**src/rtl/config_pkg.sv**
```systemverilog
// -----------------------------------------------------------------------------
// config_pkg
// Shared definitions for the configuration sequencer:
//   - configuration section codes carried in config_addr[31:16]
//   - default idle address (section 16'hFFFF matches no section)
//   - sequencer FSM state encoding
//   - buffered request word {addr, data, last} (65 bits packed)
//   - rotl1() helper used by the optional load checksum
// -----------------------------------------------------------------------------
package config_pkg;

    localparam logic [15:0] CONFIG_SB  = 16'd7;
    localparam logic [15:0] CONFIG_CB0 = 16'd6;
    localparam logic [15:0] CONFIG_CB1 = 16'd5;
    localparam logic [15:0] CONFIG_CLB = 16'd4;

    localparam logic [31:0] IDLE_ADDR = 32'hFFFF_FFFF;

    typedef enum logic [1:0] {
        IDLE  = 2'd0,
        ISSUE = 2'd1,
        GAP   = 2'd2
    } seq_state_t;

    typedef struct packed {
        logic [31:0] addr;
        logic [31:0] data;
        logic        last;
    } config_req_t;

    function automatic logic [31:0] rotl1(input logic [31:0] value);
        return {value[30:0], value[31]};
    endfunction

endpackage

```
**src/rtl/config_sequencer_if.sv**
```systemverilog
// -----------------------------------------------------------------------------
// config_sequencer_if
// Bundles the host request stream and the shared tile configuration bus.
//   req_valid/req_ready/req_addr/req_data/req_last : host -> sequencer stream
//   config_addr/config_data                        : sequencer -> all tiles
//   busy/load_done/word_count                      : sequencer status
//   checksum (only with CONFIG_SEQ_CHECKSUM_EN)    : running load checksum
// Modports:
//   master : the host side (drives requests, observes bus and status)
//   slave  : the sequencer side
// -----------------------------------------------------------------------------
interface config_sequencer_if;

    logic        req_valid;
    logic        req_ready;
    logic [31:0] req_addr;
    logic [31:0] req_data;
    logic        req_last;

    logic [31:0] config_addr;
    logic [31:0] config_data;

    logic        busy;
    logic        load_done;
    logic [15:0] word_count;
`ifdef CONFIG_SEQ_CHECKSUM_EN
    logic [31:0] checksum;
`endif

    modport master (
        output req_valid, req_addr, req_data, req_last,
        input  req_ready, config_addr, config_data, busy, load_done, word_count
`ifdef CONFIG_SEQ_CHECKSUM_EN
        , input checksum
`endif
    );

    modport slave (
        input  req_valid, req_addr, req_data, req_last,
        output req_ready, config_addr, config_data, busy, load_done, word_count
`ifdef CONFIG_SEQ_CHECKSUM_EN
        , output checksum
`endif
    );

endinterface

```
**src/rtl/config_req_fifo.sv**
```systemverilog
// -----------------------------------------------------------------------------
// config_req_fifo
// Synchronous request buffer, FIFO_DEPTH entries of config_req_t (65 bits).
// Pointers carry one extra wrap bit: equal pointers mean empty, pointers that
// differ only in the wrap bit mean full.
// Ports:
//   clk, reset        clock, asynchronous active-low reset (empties the FIFO)
//   i_push, i_wdata   write strobe and word (ignored while full)
//   i_pop             read strobe (ignored while empty)
//   o_rdata           head word, valid while !o_empty
//   o_full, o_empty   occupancy flags decoded from the registered pointers
// -----------------------------------------------------------------------------
module config_req_fifo
    import config_pkg::*;
#(
    parameter int unsigned FIFO_DEPTH = 8
) (
    input  logic        clk,
    input  logic        reset,
    input  logic        i_push,
    input  config_req_t i_wdata,
    input  logic        i_pop,
    output config_req_t o_rdata,
    output logic        o_full,
    output logic        o_empty
);

    localparam int unsigned AW = $clog2(FIFO_DEPTH);
    localparam int unsigned PW = AW + 1;

    config_req_t   r_mem [FIFO_DEPTH];
    logic [PW-1:0] r_wr_ptr;
    logic [PW-1:0] r_rd_ptr;
    logic          w_do_push;
    logic          w_do_pop;

    assign o_empty   = (r_wr_ptr == r_rd_ptr);
    assign o_full    = (r_wr_ptr[AW] != r_rd_ptr[AW]) &&
                       (r_wr_ptr[AW-1:0] == r_rd_ptr[AW-1:0]);
    assign w_do_push = i_push && !o_full;
    assign w_do_pop  = i_pop && !o_empty;

    always_ff @(posedge clk or negedge reset) begin
        if (!reset) begin
            r_wr_ptr <= '0;
            r_rd_ptr <= '0;
        end else begin
            // NOTE: non-blocking so every flop samples pre-edge values.
            if (w_do_push) r_wr_ptr <= r_wr_ptr + PW'(1);
            if (w_do_pop)  r_rd_ptr <= r_rd_ptr + PW'(1);
        end
    end

    // NOTE: storage is not reset; the pointers alone decide what is valid.
    always_ff @(posedge clk) begin
        if (w_do_push) r_mem[r_wr_ptr[AW-1:0]] <= i_wdata;
    end

    assign o_rdata = r_mem[r_rd_ptr[AW-1:0]];

endmodule

```
**src/rtl/config_sequencer.sv**
```systemverilog
// -----------------------------------------------------------------------------
// config_sequencer
// Buffers (addr, data, last) writes from the host and plays them one at a time
// onto the shared tile configuration bus. Each word is held HOLD_CYCLES cycles
// and is always followed by idle bus cycles, so a tile's config_en drops
// between any two writes, even repeated writes to the same tile and section.
// Per word: IDLE (pop) -> ISSUE (HOLD_CYCLES) -> GAP (1), i.e. HOLD_CYCLES+2
// cycles. load_done pulses in the GAP that follows a last-flagged word.
//
// Parameters:
//   FIFO_DEPTH   request buffer entries (power of two, >= 2)
//   HOLD_CYCLES  bus hold time per word (1..15)
//   IDLE_ADDR    address driven whenever no write is on the bus
// Ports:
//   clk    clock, all state on the rising edge
//   reset  asynchronous active-low reset; aborts any write in flight
//   bus    config_sequencer_if.slave (request stream, config bus, status)
// Build option:
//   CONFIG_SEQ_CHECKSUM_EN  adds bus.checksum, a rotate-xor over the
//                           (addr ^ data) of every word in the current load.
// -----------------------------------------------------------------------------
module config_sequencer #(
    parameter int unsigned FIFO_DEPTH  = 8,
    parameter int unsigned HOLD_CYCLES = 1,
    parameter logic [31:0] IDLE_ADDR   = config_pkg::IDLE_ADDR
) (
    input logic              clk,
    input logic              reset,
    config_sequencer_if.slave bus
);

    import config_pkg::*;

    localparam logic [3:0] HOLD_LOAD = 4'(HOLD_CYCLES - 1);

    seq_state_t  r_state;
    seq_state_t  w_next_state;
    config_req_t r_cur;
    logic [3:0]  r_hold_cnt;
    logic [15:0] r_word_count;

    config_req_t w_req;
    config_req_t w_fifo_head;
    logic        w_fifo_full;
    logic        w_fifo_empty;
    logic        w_push;
    logic        w_pop;
    logic        w_hold_done;
    logic [31:0] w_config_addr;
    logic [31:0] w_config_data;
    logic        w_load_done;
    logic        w_busy;

    // -------------------------------------------------------------------------
    // Request buffer
    // -------------------------------------------------------------------------
    assign w_req  = {bus.req_addr, bus.req_data, bus.req_last};
    assign w_push = bus.req_valid && !w_fifo_full;

    config_req_fifo #(
        .FIFO_DEPTH (FIFO_DEPTH)
    ) u_req_fifo (
        .clk     (clk),
        .reset   (reset),
        .i_push  (w_push),
        .i_wdata (w_req),
        .i_pop   (w_pop),
        .o_rdata (w_fifo_head),
        .o_full  (w_fifo_full),
        .o_empty (w_fifo_empty)
    );

    // -------------------------------------------------------------------------
    // FSM: state register
    // -------------------------------------------------------------------------
    always_ff @(posedge clk or negedge reset) begin
        if (!reset) r_state <= IDLE;
        else        r_state <= w_next_state;
    end

    // -------------------------------------------------------------------------
    // FSM: next-state logic
    // -------------------------------------------------------------------------
    always_comb begin
        // NOTE: default first so every path assigns and no latch is inferred.
        w_next_state = r_state;
        unique case (r_state)
            IDLE:    if (!w_fifo_empty) w_next_state = ISSUE;
            ISSUE:   if (r_hold_cnt == 4'd0) w_next_state = GAP;
            GAP:     w_next_state = IDLE;
            default: w_next_state = IDLE;
        endcase
    end

    // -------------------------------------------------------------------------
    // FSM: outputs. The bus is decoded from the state, so an asynchronous
    // reset forces the idle address in the same cycle it asserts.
    // -------------------------------------------------------------------------
    always_comb begin
        w_pop         = 1'b0;
        w_config_addr = IDLE_ADDR;
        w_config_data = '0;
        w_load_done   = 1'b0;
        unique case (r_state)
            IDLE:  w_pop = !w_fifo_empty;
            ISSUE: begin
                w_config_addr = r_cur.addr;
                w_config_data = r_cur.data;
            end
            GAP:   w_load_done = r_cur.last;
            default: ;
        endcase
    end

    assign w_busy      = !w_fifo_empty || (r_state != IDLE);
    assign w_hold_done = (r_state == ISSUE) && (r_hold_cnt == 4'd0);

    // -------------------------------------------------------------------------
    // Issued word and hold counter
    // -------------------------------------------------------------------------
    always_ff @(posedge clk or negedge reset) begin
        if (!reset) begin
            r_cur      <= '0;
            r_hold_cnt <= '0;
        end else if (w_pop) begin
            r_cur      <= w_fifo_head;
            r_hold_cnt <= HOLD_LOAD;
        end else if ((r_state == ISSUE) && (r_hold_cnt != 4'd0)) begin
            r_hold_cnt <= r_hold_cnt - 4'd1;
        end
    end

    // Counted on the ISSUE->GAP edge so the GAP cycle already shows the
    // word as issued.
    always_ff @(posedge clk or negedge reset) begin
        if (!reset) begin
            r_word_count <= '0;
        end else if (w_hold_done && (r_word_count != 16'hFFFF)) begin
            r_word_count <= r_word_count + 16'd1;
        end
    end

`ifdef CONFIG_SEQ_CHECKSUM_EN
    // Updated on the ISSUE->GAP edge so the value seen alongside load_done
    // already includes the last word; cleared right after that GAP.
    logic [31:0] r_checksum;

    always_ff @(posedge clk or negedge reset) begin
        if (!reset) begin
            r_checksum <= '0;
        end else if (w_hold_done) begin
            r_checksum <= rotl1(r_checksum) ^ r_cur.data ^ r_cur.addr;
        end else if (w_load_done) begin
            r_checksum <= '0;
        end
    end

    assign bus.checksum = r_checksum;
`endif

    // -------------------------------------------------------------------------
    // Interface outputs
    // -------------------------------------------------------------------------
    assign bus.req_ready   = !w_fifo_full;
    assign bus.config_addr = w_config_addr;
    assign bus.config_data = w_config_data;
    assign bus.busy        = w_busy;
    assign bus.load_done   = w_load_done;
    assign bus.word_count  = r_word_count;

endmodule

```
**src/flat_wrapper.sv**
```systemverilog
// flat-port wrapper written by rule: the top's interface ports become plain ports
module config_sequencer_flat import config_pkg::*;
#(
    parameter int unsigned FIFO_DEPTH  = 8,
    parameter int unsigned HOLD_CYCLES = 1,
    parameter logic [31:0] IDLE_ADDR   = config_pkg::IDLE_ADDR
)
  (clk, reset, bus_req_valid, bus_req_addr, bus_req_data, bus_req_last, bus_req_ready, bus_config_addr, bus_config_data, bus_busy, bus_load_done, bus_word_count);
  config_sequencer_if bus_i ();
  input logic clk;
  input logic reset;
  input wire logic [$bits(bus_i.req_valid)-1:0] bus_req_valid;
  input wire logic [$bits(bus_i.req_addr)-1:0] bus_req_addr;
  input wire logic [$bits(bus_i.req_data)-1:0] bus_req_data;
  input wire logic [$bits(bus_i.req_last)-1:0] bus_req_last;
  output wire logic [$bits(bus_i.req_ready)-1:0] bus_req_ready;
  output wire logic [$bits(bus_i.config_addr)-1:0] bus_config_addr;
  output wire logic [$bits(bus_i.config_data)-1:0] bus_config_data;
  output wire logic [$bits(bus_i.busy)-1:0] bus_busy;
  output wire logic [$bits(bus_i.load_done)-1:0] bus_load_done;
  output wire logic [$bits(bus_i.word_count)-1:0] bus_word_count;
  assign bus_i.req_valid = bus_req_valid;
  assign bus_i.req_addr = bus_req_addr;
  assign bus_i.req_data = bus_req_data;
  assign bus_i.req_last = bus_req_last;
  assign bus_req_ready = bus_i.req_ready;
  assign bus_config_addr = bus_i.config_addr;
  assign bus_config_data = bus_i.config_data;
  assign bus_busy = bus_i.busy;
  assign bus_load_done = bus_i.load_done;
  assign bus_word_count = bus_i.word_count;
  config_sequencer #(.FIFO_DEPTH(FIFO_DEPTH), .HOLD_CYCLES(HOLD_CYCLES), .IDLE_ADDR(IDLE_ADDR)) u_core (.clk(clk), .reset(reset), .bus(bus_i));
endmodule
```
**config.mk**
```make
export PLATFORM = sky130hd
export DESIGN_NAME = config_sequencer_flat
export DESIGN_NICKNAME = d
export VERILOG_FILES = /design/src/rtl/config_pkg.sv /design/src/rtl/config_sequencer_if.sv /design/src/rtl/config_req_fifo.sv /design/src/rtl/config_sequencer.sv /design/src/flat_wrapper.sv
export SDC_FILE = /design/constraint.sdc
export NUM_CORES = 1
export LEC_CHECK = 0
export CELL_PAD_IN_SITES_DETAIL_PLACEMENT = 0
export CELL_PAD_IN_SITES_GLOBAL_PLACEMENT = 1
export CORE_MARGIN = 2
export CORE_UTILIZATION = 55
export DETAILED_ROUTE_END_ITERATION = 12
export PLACE_DENSITY_LB_ADDON = 0.15
export SLEW_MARGIN = 15
export SYNTH_ARGS = -nofsm -noshare
export SYNTH_HDL_FRONTEND = slang
export SYNTH_SLANG_ARGS = --single-unit
```
**constraint.sdc**
```tcl
create_clock -name clk -period 17.6 [get_ports clk]
set_input_delay 1.76 -clock clk [delete_from_list [all_inputs] [get_ports clk]]
set_output_delay 1.76 -clock clk [all_outputs]
set_load 0.01 [all_outputs]
```
==> qor.txt <==
Status -> complete, no violations
Area leader, netlist -> edfxtp_1
Fillers -> 2,917
Max_cap viols -> 0
Final hold vios -> 0
Uppermost routed layer -> met4
CTS buffer count -> 60
Setup Viol. Count Final -> 0
Initial Util -> 55.4%
Net Count, Synth -> 1,255
Leakage -> 9.45 nW
Antenna-violating nets left -> 0
Initial antenna violation count -> 2
Worst-Skew Late Latency -> 600 ps
Sequential cell area fraction in the yosys report -> 75.9%
Critical path class -> reg -> out
Vias -> 11,100
Fmax -> 0.208 GHz
Ys Warns -> 0
Row cnt -> 76
Number of enable flip-flop cells after synthesis -> 520
Core Area -> 42,800 um^2
Root Driver -> clkbuf_16
Met2 WL -> 22,400 um
Final Core Density -> 64.5%
Largest net degree at the start of global routing -> 83
Power density over cell area -> 167 nW/um^2
PostCTS Resize Cnt -> 0
Worst Skew -> 15.1 ps
DRC -> 0
Total GRT Usage -> 20.7%
Port Buffers -> 150
Switching share of total power -> 30.0%
Combinational Power Share -> 29.0%
Die area -> 44,800 um^2
Pins over their slew limit -> 0
DRT Pass-1 Iters -> 5
Overall die height -> 212 um
Max Root-Sink Buffers -> 3
Vias per Instance -> 5.70
TNS Setup -> 0 ps
Dpl cells -> 1,836
Wirelength per Cell -> 23.0 um
Max FO, Critical Path -> 69
Yosys reg bits -> 615
Crit. End Element -> output pin
Tot Pwr -> 4.61 mW
Die width -> 212 um
Hold Path Depth -> 2
Met3 wire len -> 2020 um
CTS sink cnt -> 615
Vias in the first global route -> 11,500
Rel. slew slack -> 23.4%
Measured slew at the worst slew-check pin -> 1150 ps
Net Sw Power -> 1.38 mW
# hold bufs at CTS -> 0
Drt first-iter violations -> 769
CP arrival -> 3050 ps
Io pins -> 151
First-pass GRT wire length -> 69,100 um
Fin crit share -> 27.3%
HP Class -> reg -> reg
Worst EP required -> 15,840 ps
Clock Pin Slew Worst Setup and Hold Paths -> 60 ps
Dpl hpwl -> 24,300 um
Internal -> 3.23 mW
H-tree Lvls -> 2
Path depth of the worst reg2reg path -> 5
Final wirelength -> 44,800 um
Avg Cell Area, Syn -> 20.0 um^2
Area share of the largest cell type after synthesis -> 65.9%
Leading post-synthesis cells by cell area -> edfxtp_1, mux4_2, dfrtp_1
Layout cell share with drive strength beyond 1 -> 18.4%
Most used flip-flop cell after synthesis -> edfxtp_1
Critical Path Start Type -> flop
Worst IR Drop VDD -> 0.116 mV
Share of power burned in registers -> 45.2%
Met1 WL -> 19,500 um
Yosys cell types -> 37
Post-CTS Setup Bufs -> 0
Post-synth top cells -> edfxtp_1, mux4_2, dfrtp_1
Post-route insts no fill -> 1,948
Async set-reset flop share out of synthesis -> 15.4%
Minimum clock period -> 4810 ps
Area growth syn-to-layout -> 16.4%
Final Wtd Congestion -> 0.717
CTS tree -> done
Most common cell in the synthesized netlist -> edfxtp_1
Synth Instances -> 1,182
Synth Cell Area -> 23,700 um^2
Final net count -> 1,425
RSZ-0062 raised after global routing -> false
Clk pwr share -> 25.8%
Overflow after GRT -> 0
[routing by layer]
layer / track usage [%] / up-vias
met5: 0 / -
met4: 4.91 / 0
met3: 3.71 / 59
met2: 34.1 / 244
met1: 29.4 / 5769
li1: - / 5022
[critical path: stages (launching register included)]
cell and delay, ps:
dfrtp_4 1160, xor2_1 340, nor3_1 300, nand3_1 130, clkdlybuf4s50_1 510
[worst paths after layout]
check	from	to	slack (ps)
max in group asynchronous	reset	u_core.u_req_fifo.r_rd_ptr[0]	15130
hold reg to reg	u_core.r_cur[62]	u_core.r_cur[62]	470
setup / recovery	u_core.u_req_fifo.r_rd_ptr[2]	bus_busy	12790
setup reg to reg	u_core.u_req_fifo.r_rd_ptr[2]	u_core.u_req_fifo.r_mem[5][51]	13450
hold / removal	u_core.r_cur[62]	u_core.r_cur[62]	470
min in group asynchronous	reset	u_core.bus.word_count[13]	1150
[per-stage QoR]
stage / setup slack [ps] / cell area, um^2 / hold slack, ps
floorplan: 10420 / 23700 / 441
global placement: 12860 / 25800 / 457
detailed placement: 12860 / 25800 / 463
CTS: 12730 / 27600 / 477
global route: 12590 / 27600 / 498
finish: 12790 / 27600 / 469
[placed cells by master (no fill, tap or decap), types with 4 or more instances in the layout]
master,n
dfrtp_1,92
ha_1,5
nor2_1,7
edfxtp_1,520
clkbuf_16,61
and2_1,35
mux4_2,130
nand2b_1,35
clkinv_1,7
nand3_1,6
mux2i_1,66
nor3_1,8
o21ai_1,29
xnor2_1,7
clkdlybuf4s50_1,149
nand2_1,79
inv_1,5
nand4_1,6
xor2_1,22
nor3_2,4
nor2_4,5
buf_4,19
clkinv_2,20
clkbuf_1,17
o21ai_0,36
[area by class of cell]
cell class                 instances  area, um^2  area share (%)
multi-input combinational        502        5420            19.7
inverter                           5        18.8          0.0680
clock inverter                    29         186           0.676
sequential                       615       18000            65.3
timing repair buffer             168        1630            5.92
tap                              546         683            2.48
clock buffer                      81        1630            5.91
antenna                            2        5.00          0.0181
[state kept, by name, summed over array words and instances, names as in the netlist]
name,count
u_core.u_req_fifo.r_rd_ptr,4
u_core.r_cur,65
u_core.u_req_fifo.r_wr_ptr,4
u_core.r_state,2
u_core.r_hold_cnt,4
u_core.u_req_fifo.r_mem,520
u_core.bus.word_count,16
[power by group through the flow]
stage               clock network [mW]  registers, mW  logic (mW)
floorplan                            0           2.00        1.01
global placement                     0           2.10        1.35
detailed placement                   0           2.11        1.37
CTS                               1.22           2.09        1.37
global route                      1.27           2.11        1.48
finish                            1.19           2.08        1.34
[logic make-up (layout without fill, tap and decap cells)]
family,Yosys count,count (layout),share of synthesized area (%)
XOR/XNOR,29,29,1.07
flip-flops,615,615,75.9
AO/OA/AOI/OAI,68,68,1.61
other,0,2,0
adder cells (fa/ha/maj),5,5,0.264
AND/OR/NAND/NOR,202,202,4.45
multiplexers,198,198,15.2
buffers and inverters,65,283,1.45
(Power assumes the default switching activity.)
